**src/rtl/mc_ctrl_pkg.sv**
```systemverilog
// Shared ISA encodings, FSM state type and datapath mux encodings for the
// multicycle control unit of the 16-bit CPU.
package mc_ctrl_pkg;

  typedef enum logic [3:0] {
    OP_BNE   = 4'd0,
    OP_BEQ   = 4'd1,
    OP_BGZ   = 4'd2,
    OP_BLZ   = 4'd3,
    OP_ADI   = 4'd4,
    OP_ORI   = 4'd5,
    OP_LHI   = 4'd6,
    OP_LWD   = 4'd7,
    OP_SWD   = 4'd8,
    OP_JMP   = 4'd9,
    OP_JAL   = 4'd10,
    OP_RTYPE = 4'd15
  } opcode_e;

  typedef enum logic [5:0] {
    FN_ADD = 6'd0,
    FN_SUB = 6'd1,
    FN_AND = 6'd2,
    FN_ORR = 6'd3,
    FN_NOT = 6'd4,
    FN_TCP = 6'd5,
    FN_SHL = 6'd6,
    FN_SHR = 6'd7,
    FN_JPR = 6'd25,
    FN_JRL = 6'd26,
    FN_WWD = 6'd28,
    FN_HLT = 6'd29
  } func_e;

  typedef enum logic [2:0] {
    S_IF,
    S_ID,
    S_EX,
    S_MEM,
    S_WB,
    S_HALT
  } state_e;

  typedef enum logic [1:0] {
    PC_SRC_NEXT   = 2'd0,
    PC_SRC_BRANCH = 2'd1,
    PC_SRC_JUMP   = 2'd2,
    PC_SRC_RS     = 2'd3
  } pc_src_e;

  typedef enum logic [1:0] {
    REG_DST_RT = 2'd0,
    REG_DST_RD = 2'd1,
    REG_DST_R2 = 2'd2
  } reg_dst_e;

  typedef enum logic [1:0] {
    ALU_B_RT   = 2'd0,
    ALU_B_SIMM = 2'd1,
    ALU_B_ZIMM = 2'd2,
    ALU_B_HIMM = 2'd3
  } alu_src_b_e;

  typedef enum logic [1:0] {
    ALU_CTRL_ADD  = 2'd0,
    ALU_CTRL_FUNC = 2'd1,
    ALU_CTRL_OP   = 2'd2,
    ALU_CTRL_CMP  = 2'd3
  } alu_ctrl_e;

  // Control bundle driven by the FSM each cycle; zero means "no action".
  typedef struct packed {
    logic       pc_write;
    logic [1:0] pc_src;
    logic       ir_write;
    logic       mem_read;
    logic       mem_write;
    logic       i_or_d;
    logic       reg_write;
    logic [1:0] reg_dst;
    logic       mem_to_reg;
    logic [1:0] alu_src_b;
    logic [1:0] alu_ctrl_sel;
    logic       output_port_en;
  } ctl_t;

endpackage

```
**src/rtl/mc_inst_decode.sv**
```systemverilog
// Combinational classification of the current instruction (opcode/func)
// into the instruction classes the control FSM sequences on.
module mc_inst_decode
  import mc_ctrl_pkg::*;
(
  input  logic [3:0] opcode,
  input  logic [5:0] func_code,
  output logic       is_branch,
  output logic       is_jump,
  output logic       is_jr,
  output logic       is_link,
  output logic       is_load,
  output logic       is_store,
  output logic       is_rtype_alu,
  output logic       is_wwd,
  output logic       is_hlt,
  output logic       is_nop
);

  always_comb begin
    is_branch    = 1'b0;
    is_jump      = 1'b0;
    is_jr        = 1'b0;
    is_link      = 1'b0;
    is_load      = 1'b0;
    is_store     = 1'b0;
    is_rtype_alu = 1'b0;
    is_wwd       = 1'b0;
    is_hlt       = 1'b0;
    is_nop       = 1'b0;
    case (opcode)
      OP_BNE, OP_BEQ, OP_BGZ, OP_BLZ: is_branch = 1'b1;
      OP_ADI, OP_ORI, OP_LHI:         ;
      OP_LWD:                         is_load   = 1'b1;
      OP_SWD:                         is_store  = 1'b1;
      OP_JMP:                         is_jump   = 1'b1;
      OP_JAL: begin
        is_jump = 1'b1;
        is_link = 1'b1;
      end
      OP_RTYPE: begin
        case (func_code)
          FN_ADD, FN_SUB, FN_AND, FN_ORR,
          FN_NOT, FN_TCP, FN_SHL, FN_SHR: is_rtype_alu = 1'b1;
          FN_JPR:                         is_jr        = 1'b1;
          FN_JRL: begin
            is_jr   = 1'b1;
            is_link = 1'b1;
          end
          FN_WWD:                         is_wwd       = 1'b1;
          FN_HLT:                         is_hlt       = 1'b1;
          default:                        is_nop       = 1'b1;
        endcase
      end
      default: is_nop = 1'b1;
    endcase
  end

endmodule

```
**src/rtl/mc_control_unit.sv**
```systemverilog
// Multicycle control FSM: sequences fetch/decode/execute/memory/write-back,
// drives the memory handshake, and tracks halt and retired-instruction count.
module mc_control_unit
  import mc_ctrl_pkg::*;
#(
  parameter int unsigned NUM_INST_W = 16
) (
  input  logic                  clk,
  input  logic                  reset_n,
  input  logic [3:0]            opcode,
  input  logic [5:0]            func_code,
  input  logic                  bcond,
  input  logic                  mem_ready,
  output logic                  pc_write,
  output logic [1:0]            pc_src,
  output logic                  ir_write,
  output logic                  mem_read,
  output logic                  mem_write,
  output logic                  i_or_d,
  output logic                  reg_write,
  output logic [1:0]            reg_dst,
  output logic                  mem_to_reg,
  output logic [1:0]            alu_src_b,
  output logic [1:0]            alu_ctrl_sel,
  output logic                  output_port_en,
  output logic                  is_halted,
  output logic [NUM_INST_W-1:0] num_inst
);

  state_e                state_q, state_d;
  logic                  is_halted_q, is_halted_d;
  logic [NUM_INST_W-1:0] num_inst_q, num_inst_d;
  ctl_t                  ctl;
  logic                  halt_entry;

  logic is_branch, is_jump, is_jr, is_link, is_load, is_store;
  logic is_rtype_alu, is_wwd, is_hlt, is_nop;

  mc_inst_decode u_decode (
    .opcode       (opcode),
    .func_code    (func_code),
    .is_branch    (is_branch),
    .is_jump      (is_jump),
    .is_jr        (is_jr),
    .is_link      (is_link),
    .is_load      (is_load),
    .is_store     (is_store),
    .is_rtype_alu (is_rtype_alu),
    .is_wwd       (is_wwd),
    .is_hlt       (is_hlt),
    .is_nop       (is_nop)
  );

  always_comb begin
    state_d    = state_q;
    ctl        = '0;
    halt_entry = 1'b0;
    case (state_q)
      S_IF: begin
        ctl.mem_read = 1'b1;
        if (mem_ready) begin
          ctl.ir_write = 1'b1;
          state_d      = S_ID;
        end
      end
      S_ID: begin
        state_d = S_IF;
        if (is_jump) begin
          ctl.pc_write  = 1'b1;
          ctl.pc_src    = PC_SRC_JUMP;
          ctl.reg_write = is_link;
          ctl.reg_dst   = is_link ? REG_DST_R2 : REG_DST_RT;
        end else if (is_jr) begin
          ctl.pc_write  = 1'b1;
          ctl.pc_src    = PC_SRC_RS;
          ctl.reg_write = is_link;
          ctl.reg_dst   = is_link ? REG_DST_R2 : REG_DST_RT;
        end else if (is_wwd) begin
          ctl.output_port_en = 1'b1;
          ctl.pc_write       = 1'b1;
          ctl.pc_src         = PC_SRC_NEXT;
        end else if (is_hlt) begin
          halt_entry = 1'b1;
          state_d    = S_HALT;
        end else if (is_nop) begin
          ctl.pc_write = 1'b1;
          ctl.pc_src   = PC_SRC_NEXT;
        end else begin
          state_d = S_EX;
        end
      end
      S_EX: begin
        if (is_branch) begin
          ctl.alu_ctrl_sel = ALU_CTRL_CMP;
          ctl.pc_write     = 1'b1;
          ctl.pc_src       = bcond ? PC_SRC_BRANCH : PC_SRC_NEXT;
          state_d          = S_IF;
        end else if (is_load || is_store) begin
          ctl.alu_src_b    = ALU_B_SIMM;
          ctl.alu_ctrl_sel = ALU_CTRL_ADD;
          state_d          = S_MEM;
        end else if (is_rtype_alu) begin
          ctl.alu_src_b    = ALU_B_RT;
          ctl.alu_ctrl_sel = ALU_CTRL_FUNC;
          state_d          = S_WB;
        end else begin
          ctl.alu_ctrl_sel = ALU_CTRL_OP;
          state_d          = S_WB;
          case (opcode)
            OP_ADI:  ctl.alu_src_b = ALU_B_SIMM;
            OP_ORI:  ctl.alu_src_b = ALU_B_ZIMM;
            OP_LHI:  ctl.alu_src_b = ALU_B_HIMM;
            // Only reachable if IR changed under the FSM: retire as a NOP.
            default: begin
              ctl.alu_ctrl_sel = ALU_CTRL_ADD;
              ctl.pc_write     = 1'b1;
              state_d          = S_IF;
            end
          endcase
        end
      end
      S_MEM: begin
        ctl.i_or_d    = 1'b1;
        ctl.mem_read  = is_load;
        ctl.mem_write = is_store;
        if (mem_ready) begin
          if (is_store) begin
            ctl.pc_write = 1'b1;
            ctl.pc_src   = PC_SRC_NEXT;
            state_d      = S_IF;
          end else begin
            state_d = S_WB;
          end
        end
      end
      S_WB: begin
        ctl.reg_write  = 1'b1;
        ctl.reg_dst    = is_rtype_alu ? REG_DST_RD : REG_DST_RT;
        ctl.mem_to_reg = is_load;
        ctl.pc_write   = 1'b1;
        ctl.pc_src     = PC_SRC_NEXT;
        state_d        = S_IF;
      end
      S_HALT:  state_d = S_HALT;
      default: state_d = S_IF;
    endcase

    // Outputs are combinational so reset withdraws a pending request at once.
    if (!reset_n) begin
      ctl        = '0;
      halt_entry = 1'b0;
      state_d    = S_IF;
    end

    is_halted_d = is_halted_q | halt_entry;
    num_inst_d  = num_inst_q + NUM_INST_W'(ctl.pc_write | halt_entry);
  end

  always_ff @(posedge clk) begin
    if (!reset_n) begin
      state_q     <= S_IF;
      is_halted_q <= 1'b0;
      num_inst_q  <= '0;
    end else begin
      state_q     <= state_d;
      is_halted_q <= is_halted_d;
      num_inst_q  <= num_inst_d;
    end
  end

  assign pc_write       = ctl.pc_write;
  assign pc_src         = ctl.pc_src;
  assign ir_write       = ctl.ir_write;
  assign mem_read       = ctl.mem_read;
  assign mem_write      = ctl.mem_write;
  assign i_or_d         = ctl.i_or_d;
  assign reg_write      = ctl.reg_write;
  assign reg_dst        = ctl.reg_dst;
  assign mem_to_reg     = ctl.mem_to_reg;
  assign alu_src_b      = ctl.alu_src_b;
  assign alu_ctrl_sel   = ctl.alu_ctrl_sel;
  assign output_port_en = ctl.output_port_en;
  assign is_halted      = is_halted_q;
  assign num_inst       = num_inst_q;

endmodule

```
**config.mk**
```make
export PLATFORM = sky130hd
export DESIGN_NAME = mc_control_unit
export DESIGN_NICKNAME = d
export VERILOG_FILES = /design/src/rtl/mc_ctrl_pkg.sv /design/src/rtl/mc_inst_decode.sv /design/src/rtl/mc_control_unit.sv
export SDC_FILE = /design/constraint.sdc
export NUM_CORES = 1
export LEC_CHECK = 0
export CAP_MARGIN = 15
export CORE_MARGIN = 1.5
export CORE_UTILIZATION = 50
export CTS_CLUSTER_DIAMETER = 80
export CTS_CLUSTER_SIZE = 12
export DETAILED_ROUTE_END_ITERATION = 6
export PLACE_DENSITY = 0.86
export SLEW_MARGIN = 25
export SYNTH_ARGS = -nofsm -noshare
export SYNTH_HDL_FRONTEND = slang
export SYNTH_SLANG_ARGS = --single-unit
```
**constraint.sdc**
```tcl
create_clock -name clk -period 5.8 [get_ports clk]
set_input_delay 0.87 -clock clk [delete_from_list [all_inputs] [get_ports clk]]
set_output_delay 0.87 -clock clk [all_outputs]
set_load 0.03 [all_outputs]
```
==> results.json, run 1 <==
{
  "crit_type": "in2out",
  "syn_to_final_growth_pct": 34.7,
  "critPathTopFamily": "buffers and inverters",
  "grt_max_degree": 21,
  "critPathMaxStageDelay_ns": 0.70,
  "drt-vias-per-instance": 5.82,
  "diodes": 0,
  "worstMarginPinSlew_ns": 0.688,
  "clkSlewWorstSetupHoldPaths_ns": 0.12,
  "wl_per_cell_um": 14.6,
  "vias": 1548,
  "syn_nets": 212,
  "cts_max_path_buffers": 2,
  "setup_viol": 0,
  "ys_dominant_reg_cell": "dfxtp_1",
  "power_density_nw_per_um2": 163,
  "routabilityCongestion": 0.877,
  "status": "finished, final reports clean",
  "rsz0062_at_grt": "false",
  "p_switching_mw": 0.0841,
  "placed_area_um2": 1920,
  "drv_slew": 0,
  "routed_wl_mm": 3.87,
  "maxSlewHeadroom_pct": 53.8,
  "yosysWarnings": 0,
  "synthArstFlopShare_pct": 0,
  "critPathArrivalTime_ns": 3.36,
  "cts_resized": 0,
  "clock_skew_ns": 0.00506,
  "synth-seq-area-share_pct": 27.4,
  "die_area_um2": 3260,
  "grt_util_all_layers_pct": 24.4,
  "cts_setup_buffers": 0,
  "syn_area_um2": 1460,
  "crit_path_start_kind": "input pin",
  "die_w_um": 57.1,
  "r2r_slack_ns": 2.86,
  "nNetsFinal": 253,
  "finalHoldViolations": 0,
  "finalCriticalPeriod_ns": 4.23,
  "die_h_um": 57.1,
  "comb_power_share_pct": 19.7,
  "io_buffer_count": 46,
  "clockPowerShare_pct": 35.4,
  "avgSynthCellArea_um2": 7.49,
  "ctsHoldBuffers": 0,
  "max_cap_viol_count": 0,
  "leakage_nw": 0.723,
  "cp_num_buf_inv": 2,
  "max_freq_mhz": 236,
  "grt_pass1_wl_mm": 6.41,
  "grt_overflow": 0,
  "end_kind": "primary output",
  "cts-htree-levels": 1,
  "stdcell_area_um2": 1970,
  "drtIter0Drc": 84,
  "start_util_pct": 53.0,
  "cts_tree": "done",
  "setup_tns_ns": 0,
  "ys_ff_latch": 20,
  "cp_cell_sequence": "clkdlybuf4s50_1 -> or4b_4 -> and2_4 -> a221oi_2 -> a21o_1 -> nand2_1 -> clkdlybuf4s50_1",
  "drt_first_pass_iters": 4,
  "cts_root_buf": "clkbuf_4",
  "insertion_delay_ns": 0.30,
  "synth_edf_count": 0,
  "ant_nets": 0,
  "critPathMaxFanout": 13,
  "antenna_found_initial": 0,
  "cp.required_ns": 4.93,
  "num_rows": 19,
  "cp_slowest_cell": "clkdlybuf4s50_1",
  "cts_inserted_buffers": 3,
  "hpwl_mm": 2.83,
  "synth_cells": 195,
  "grt_pass1_vias": 1331,
  "p_seq_share_pct": 44.9,
  "irDropWorstVdd_uv": 258,
  "synthDistinctLibCells": 47,
  "swShare_pct": 26.2,
  "cell_internal_pwr_mw": 0.236,
  "cts_num_sinks": 20,
  "min_path_type": "reg2reg",
  "cp_common_cell": "clkdlybuf4s50_1",
  "ios": 47,
  "coreArea_um2": 2760,
  "drc": 0,
  "fillers": 222,
  "period_share_pct": 72.9,
  "drive_above_1_share_pct": 5.96
}
layout make-up:
type,instances,area (µm²),area share [%]
Timing Repair Buffer,46,460,23.4
Clock inverter,1,30.0,1.53
Sequential cell,20,400,20.3
Tap cell,31,38.8,1.97
Clock buffer,3,22.5,1.14
Inverter,3,11.3,0.572
Multi-Input combinational cell,162,1000,51.0
cell usage after synthesis (2+ instances only):
master	number	area share, %
nor2_1	32	8.2
dfxtp_1	20	27
nand2_1	15	3.9
nand3_1	11	3.8
xor2_1	11	6.6
and3_1	8	3.4
a21oi_1	7	2.4
nor3_1	7	2.4
o21ai_0	7	2.4
buf_2	6	2.1
nand2b_1	5	2.1
xnor2_1	5	3.0
clkbuf_1	4	1.0
nand4_1	4	1.7
nor2b_1	4	1.7
o21ai_1	4	1.4
and2_1	3	1.3
ha_1	3	2.6
inv_1	3	0.77
or3_1	3	1.3
a41oi_1	2	1.2
and3b_1	2	1.2
and4_1	2	1.2
nand3_2	2	1.4
nor3b_1	2	1.0
o2111ai_1	2	1.2
routing by layer:
metal  routed length [µm]  vias up  GRT usage, %
met5                    0        -             0
met4                   12        0          1.99
met3                  242        2          4.31
met2                 1760       67          36.1
met1                 1860      706          38.4
li1                     -      773             -
power by group through the flow:
| stage | sequential, mW | combinational, mW | clock, mW |
|---|---|---|---|
| 4_1_cts | 0.144 | 0.0626 | 0.115 |
| 3_3_place_gp | 0.147 | 0.0615 | 0 |
| 2_1_floorplan | 0.144 | 0.0422 | 0 |
| 3_5_place_dp | 0.147 | 0.0624 | 0 |
| 5_1_grt | 0.145 | 0.0682 | 0.121 |
| 6_report | 0.144 | 0.0632 | 0.113 |
state kept, by name (all words and copies together) (netlist names):
register and count:
is_halted 1, state_q 3, num_inst 16
layout by cell type, fill, tap and decap left out, types with 2 or more instances in the layout:
cell,n
and3_1,8
nor3b_1,2
ha_1,3
and3b_1,2
and4_1,2
or3_1,3
xnor2_1,5
nand4_1,4
and2_1,3
o21ai_1,4
a41oi_1,2
clkdlybuf4s50_1,46
nor2b_1,4
nor3_1,7
nand3_1,11
clkbuf_4,3
nor2_1,32
o2111ai_1,2
a21oi_1,7
dfxtp_1,20
xor2_1,11
nand3_2,2
inv_1,3
nand2_1,15
nand2b_1,5
o21ai_0,7
final timing paths:
check | startpoint | endpoint | cells past startpoint
worst max-delay path | opcode[3] | pc_write | 7
worst min-delay path | num_inst[15] | num_inst[15] | 2
worst max register to register | state_q[1] | num_inst[14] | 11
worst min register to register | num_inst[15] | num_inst[15] | 2
kinds of logic (layout without fill, tap and decap cells):
logic type | count (synthesis) | count (layout) | share of synthesized area [%]
flops | 20 | 20 | 27.4
fa+ha+maj | 3 | 3 | 2.57
xor+xnor | 16 | 16 | 9.59
simple gates | 109 | 109 | 40.7
buf+inv | 13 | 53 | 3.85
compound gates | 33 | 33 | 15.2
mux | 1 | 1 | 0.770
stage by stage:
step	power, mW	std cells	setup WS [ns]	hold slack (ns)	util, %
floorplan	0.186	195	2.45	0.610	-
global placement	0.208	262	1.62	0.469	69.5
detailed placement	0.209	262	1.60	0.470	69.5
CTS	0.321	266	1.59	0.498	71.4
global route	0.333	266	1.49	0.528	71.4
finish	0.320	266	1.57	0.494	71.4
worst min-delay path: stages (launching register included):
cell     delay [ns]
dfxtp_1        0.34
o21ai_0        0.07
a21oi_1        0.06
Power figures use the tool's default switching activity.
==> run 2, diff against run 1 <==
--- a/config.mk
+++ b/config.mk
@@ -7,11 +7,11 @@
 export LEC_CHECK = 0
 export CAP_MARGIN = 15
 export CORE_MARGIN = 1.5
-export CORE_UTILIZATION = 50
+export CORE_UTILIZATION = 42
 export CTS_CLUSTER_DIAMETER = 80
 export CTS_CLUSTER_SIZE = 12
 export DETAILED_ROUTE_END_ITERATION = 6
-export PLACE_DENSITY = 0.86
+export PLACE_DENSITY = 0.77
 export SLEW_MARGIN = 25
 export SYNTH_ARGS = -nofsm -noshare
 export SYNTH_HDL_FRONTEND = slang
==> constraint.sdc (replaced) <==
create_clock -name clk -period 3.78 [get_ports clk]
set_input_delay 0.567 -clock clk [delete_from_list [all_inputs] [get_ports clk]]
set_output_delay 0.567 -clock clk [all_outputs]
set_load 0.03 [all_outputs]
==> results.json, run 2 (same netlist as run 1, synthesis figures left out) <==
{
  "cp_common_cell": "clkdlybuf4s50_1",
  "reg2reg_to": "num_inst[14]",
  "cts_max_path_buffers": 2,
  "cts_num_sinks": 20,
  "io_buffer_count": 46,
  "grt_util_all_layers_pct": 19.8,
  "cp_num_buf_inv": 2,
  "maxSlewHeadroom_pct": 65.1,
  "crit_path_start_kind": "input pin",
  "die_h_um": 62.0,
  "end_kind": "primary output",
  "die_w_um": 62.0,
  "drt_first_pass_iters": 4,
  "status": "finished, final reports clean",
  "ios": 47,
  "rsz0062_at_grt": "false",
  "cp_cell_sequence": "clkdlybuf4s50_1 -> or4b_4 -> and2_4 -> a221oi_2 -> a21o_1 -> nand2_1 -> clkdlybuf4s50_1",
  "setup_tns_ns": 0,
  "grt_overflow": 0,
  "power_density_nw_per_um2": 243,
  "whs_path_depth": 2,
  "hpwl_mm": 2.82,
  "top_layer": "met4",
  "critPathMaxFanout": 14,
  "vias": 1560,
  "cts_tree": "done",
  "die_area_um2": 3840,
  "ctsHoldBuffers": 0,
  "wl_per_cell_um": 12.6,
  "critPathArrivalTime_ns": 2.99,
  "grt_pass1_wl_mm": 5.76,
  "reg2regPathDepth": 11,
  "fin_hold_ws_ns": 0.500,
  "layout_common_cells": "clkdlybuf4s50_1, nor2_1, dfxtp_1",
  "cp-endpoint": "pc_write",
  "leakage_nw": 0.762,
  "cp_slowest_cell": "clkdlybuf4s50_1",
  "routed_wl_mm": 3.64,
  "clkSlewWorstSetupHoldPaths_ns": 0.11,
  "min_from": "num_inst[15]",
  "clock_skew_ns": 0.00749,
  "max_freq_mhz": 281,
  "critPathTopFamily": "buffers and inverters",
  "grt_pass1_vias": 1322,
  "drt-vias-per-instance": 5.40,
  "crit_type": "in2out",
  "drive_above_1_share_pct": 9.05,
  "syn_to_final_growth_pct": 40.1,
  "r2r-start": "state_q[1]",
  "routabilityCongestion": 0.966,
  "drv_slew": 0,
  "diodes": 0,
  "finalCriticalPeriod_ns": 3.56,
  "cp.depth": 7,
  "irDropWorstVdd_uv": 118,
  "r2r_slack_ns": 0.91,
  "worstMarginPinSlew_ns": 0.522,
  "cp.required_ns": 3.21,
  "dr_wl_met3_um": 191,
  "setup_viol": 0,
  "max_cap_viol_count": 0,
  "largest_reg_flops": 16,
  "period_share_pct": 94.2,
  "drtIter0Drc": 83,
  "cts_root_buf": "clkbuf_4",
  "num_rows": 21,
  "startpoint": "opcode[2]",
  "drc": 0,
  "critPathMaxStageDelay_ns": 0.60,
  "cts-htree-levels": 1,
  "coreArea_um2": 3340,
  "cts_resized": 0,
  "ant_nets": 0,
  "grt_max_degree": 20,
  "cts_inserted_buffers": 3,
  "met2_length_mm": 1.69,
  "start_util_pct": 43.8,
  "wl_met1_mm": 1.73,
  "cts_setup_buffers": 0,
  "insertion_delay_ns": 0.30,
  "antenna_found_initial": 0,
  "final_common_cell": "clkdlybuf4s50_1",
  "min_path_type": "reg2reg",
  "nNetsFinal": 261,
  "finalHoldViolations": 0
}
==> run 2: report_power, final <==
part / leakage, nW / internal [mW] / total (mW) / switching (mW)
Combinational: 0.573 / 0.0468 / 0.102 / 0.0557
Clock: 0.0279 / 0.107 / 0.175 / 0.0679
Sequential: 0.161 / 0.213 / 0.221 / 0.00717
Total: 0.762 / 0.367 / 0.498 / 0.131
==> run 2: worst min path at each step <==
stage	to	slack [ns]
2_1_floorplan	num_inst[15]	0.61
3_3_place_gp	num_inst[15]	0.47
3_5_place_dp	num_inst[15]	0.49
4_1_cts	num_inst[15]	0.50
5_1_grt	num_inst[15]	0.53
6_report	num_inst[15]	0.50
==> run 2: tightest hold or removal path: cells and delay by family, from the launching register on <==
family | cells | cell delay (ns)
compound gates | 2 | 0.13
flops | 1 | 0.34
==> run 2: cell type report <==
cell class / instances / area (µm²)
Timing Repair Buffer: 54 / 520
Sequential cell: 20 / 400
Tap cell: 46 / 57.6
Clock buffer: 3 / 22.5
Multi-Input combinational cell: 162 / 1000
Clock inverter: 1 / 30.0
Fill cell: 330 / 1290
Inverter: 3 / 11.3
==> run 2: through the flow <==
stage | instances | total power, mW | area [µm²] | worst slack, ns | util, %
after floorplan | 195 | 0.286 | 1460 | 1.04 | -
after global placement | 285 | 0.327 | 1990 | 0.210 | 59.8
after detailed placement | 285 | 0.327 | 1990 | 0.242 | 59.8
after CTS | 289 | 0.500 | 2050 | 0.236 | 61.3
after global routing | 289 | 0.520 | 2050 | 0.133 | 61.3
final | 289 | 0.498 | 2050 | 0.220 | 61.3
==> run 2: per-layer routing <==
layer,up-vias,global-route usage (%)
met1,719,27.3
met3,4,3.11
li1,789,-
met2,48,32.3
met5,-,0
met4,0,4.86
==> run 3, diff against run 2 <==
--- a/config.mk
+++ b/config.mk
@@ -5,8 +5,9 @@
 export SDC_FILE = /design/constraint.sdc
 export NUM_CORES = 1
 export LEC_CHECK = 0
+export ABC_AREA = 0
 export CAP_MARGIN = 15
-export CORE_MARGIN = 1.5
+export CORE_MARGIN = 5
 export CORE_UTILIZATION = 42
 export CTS_CLUSTER_DIAMETER = 80
 export CTS_CLUSTER_SIZE = 12
==> results.json, run 3 (same netlist as run 1, synthesis figures left out) <==
{
  "grt_util_all_layers_pct": 18.1,
  "finalHoldViolations": 0,
  "setup_tns_ns": 0,
  "die_area_um2": 4760,
  "comb_power_share_pct": 23.0,
  "cts_num_sinks": 20,
  "vias": 1570,
  "critPathTopFamily": "buffers and inverters",
  "fin_util_pct": 60.2,
  "min_path_type": "reg2reg",
  "max_cap_viol_count": 0,
  "routed_wl_mm": 3.89,
  "critPathArrivalTime_ns": 3.00,
  "cts_max_path_buffers": 2,
  "routabilityCongestion": 0.866,
  "die_w_um": 69.0,
  "leakage_nw": 0.751,
  "num_rows": 21,
  "drt-vias-per-instance": 5.45,
  "crit_path_start_kind": "input pin",
  "drv_slew": 0,
  "io_buffer_count": 46,
  "fin_hold_ws_ns": 0.506,
  "drt_first_pass_iters": 4,
  "critPathMaxStageDelay_ns": 0.61,
  "clock_skew_ns": 0.00907,
  "rsz0062_at_grt": "false",
  "final_common_cell": "clkdlybuf4s50_1",
  "grt_pass1_wl_mm": 6.75,
  "ctsHoldBuffers": 0,
  "cts_resized": 0,
  "finalWorstSetupSlack_ns": 0.209,
  "ios": 47,
  "cp.required_ns": 3.21,
  "wl_per_cell_um": 13.5,
  "coreArea_um2": 3360,
  "finalCriticalPeriod_ns": 3.57,
  "cp_cell_sequence": "clkdlybuf4s50_1 -> or4b_4 -> and2_4 -> a221oi_2 -> a21o_1 -> nand2_1 -> clkdlybuf4s50_1",
  "cp_common_cell": "clkdlybuf4s50_1",
  "insertion_delay_ns": 0.30,
  "start_util_pct": 43.5,
  "stdcell_area_um2": 2020,
  "clkSlewWorstSetupHoldPaths_ns": 0.10,
  "cts-htree-levels": 1,
  "cts_setup_buffers": 0,
  "power_density_nw_per_um2": 220,
  "antenna_found_initial": 0,
  "drc": 0,
  "clockPowerShare_pct": 27.4,
  "worstMarginPinSlew_ns": 0.561,
  "p_switching_mw": 0.127,
  "syn_to_final_growth_pct": 38.4,
  "die_h_um": 69.0,
  "finalNonFillerCells": 288,
  "ant_nets": 0,
  "cts_inserted_buffers": 3,
  "period_share_pct": 94.5,
  "drtIter0Drc": 123,
  "cp_num_buf_inv": 2,
  "swShare_pct": 28.5,
  "diodes": 0,
  "crit_type": "in2out",
  "grt_overflow": 0,
  "cp_slowest_cell": "clkdlybuf4s50_1",
  "cts_root_buf": "clkbuf_4",
  "cts_tree": "done",
  "largest_reg_flops": 16,
  "drive_above_1_share_pct": 8.68,
  "critPathMaxFanout": 14,
  "placed_area_um2": 1990,
  "max_freq_mhz": 280,
  "grt_pass1_vias": 1471,
  "hpwl_mm": 3.01,
  "grt_max_degree": 20,
  "dp_slack_ns": 0.205,
  "maxSlewHeadroom_pct": 62.6,
  "nNetsFinal": 260,
  "irDropWorstVdd_uv": 92.9,
  "setup_viol": 0,
  "power_mw": 0.445,
  "p_seq_share_pct": 49.6,
  "dp_cells": 284,
  "cell_internal_pwr_mw": 0.318,
  "layout_common_cells": "clkdlybuf4s50_1, nor2_1, dfxtp_1",
  "end_kind": "primary output",
  "status": "finished, final reports clean"
}
run 3: cell types whose count changed in the layout (fill, tap and decap cells not counted):
| cell | delta |
|---|---|
| bufinv_16 | -1 |
| buf_4 | -1 |
| clkbuf_8 | +1 |
run 3: power by group through the flow:
stage | clock, mW | combinational, mW | sequential [mW]
final | 0.122 | 0.102 | 0.221
after global routing | 0.133 | 0.112 | 0.222
after CTS | 0.124 | 0.102 | 0.220
after detailed placement | 0 | 0.102 | 0.225
after global placement | 0 | 0.101 | 0.225
after floorplan | 0 | 0.0648 | 0.221
run 3: worst register-to-register path, stage by stage, from the launching register on:
cell,delay [ns]
dfxtp_1,0.69
or4b_1,0.49
a21oi_1,0.19
a221oi_2,0.05
a21o_1,0.22
nand3_2,0.06
ha_1,0.24
ha_1,0.23
nand2_1,0.12
or3_1,0.36
a21oi_1,0.14
run 3: worst paths after layout:
path                startpoint            to  slack [ns]  cells after the start
setup / recovery     opcode[2]      pc_write        0.21                      7
hold / removal    num_inst[15]  num_inst[15]        0.51                      2
setup reg to reg    state_q[1]  num_inst[12]        0.94                     10
hold reg to reg   num_inst[15]  num_inst[15]        0.51                      2
run 3: per-layer routing:
| metal | share of wire [%] | wire length (µm) | global-route usage, % | vias up |
|---|---|---|---|---|
| met1 | 46 | 1810 | 24.2 | 732 |
| met3 | 6.9 | 267 | 3.40 | 4 |
| met5 | 0 | 0 | 0 | - |
| met2 | 46 | 1780 | 29.8 | 47 |
| met4 | 0.98 | 38 | 4.38 | 0 |
| li1 | - | - | - | 787 |
run 3: cell type report:
cell class	count	area [µm²]
sequential	20	400
multi-input combinational	162	1000
clock buffer	4	36.3
tap	46	57.6
inverter	3	11.3
timing repair buffer	53	513
fill	338	1340
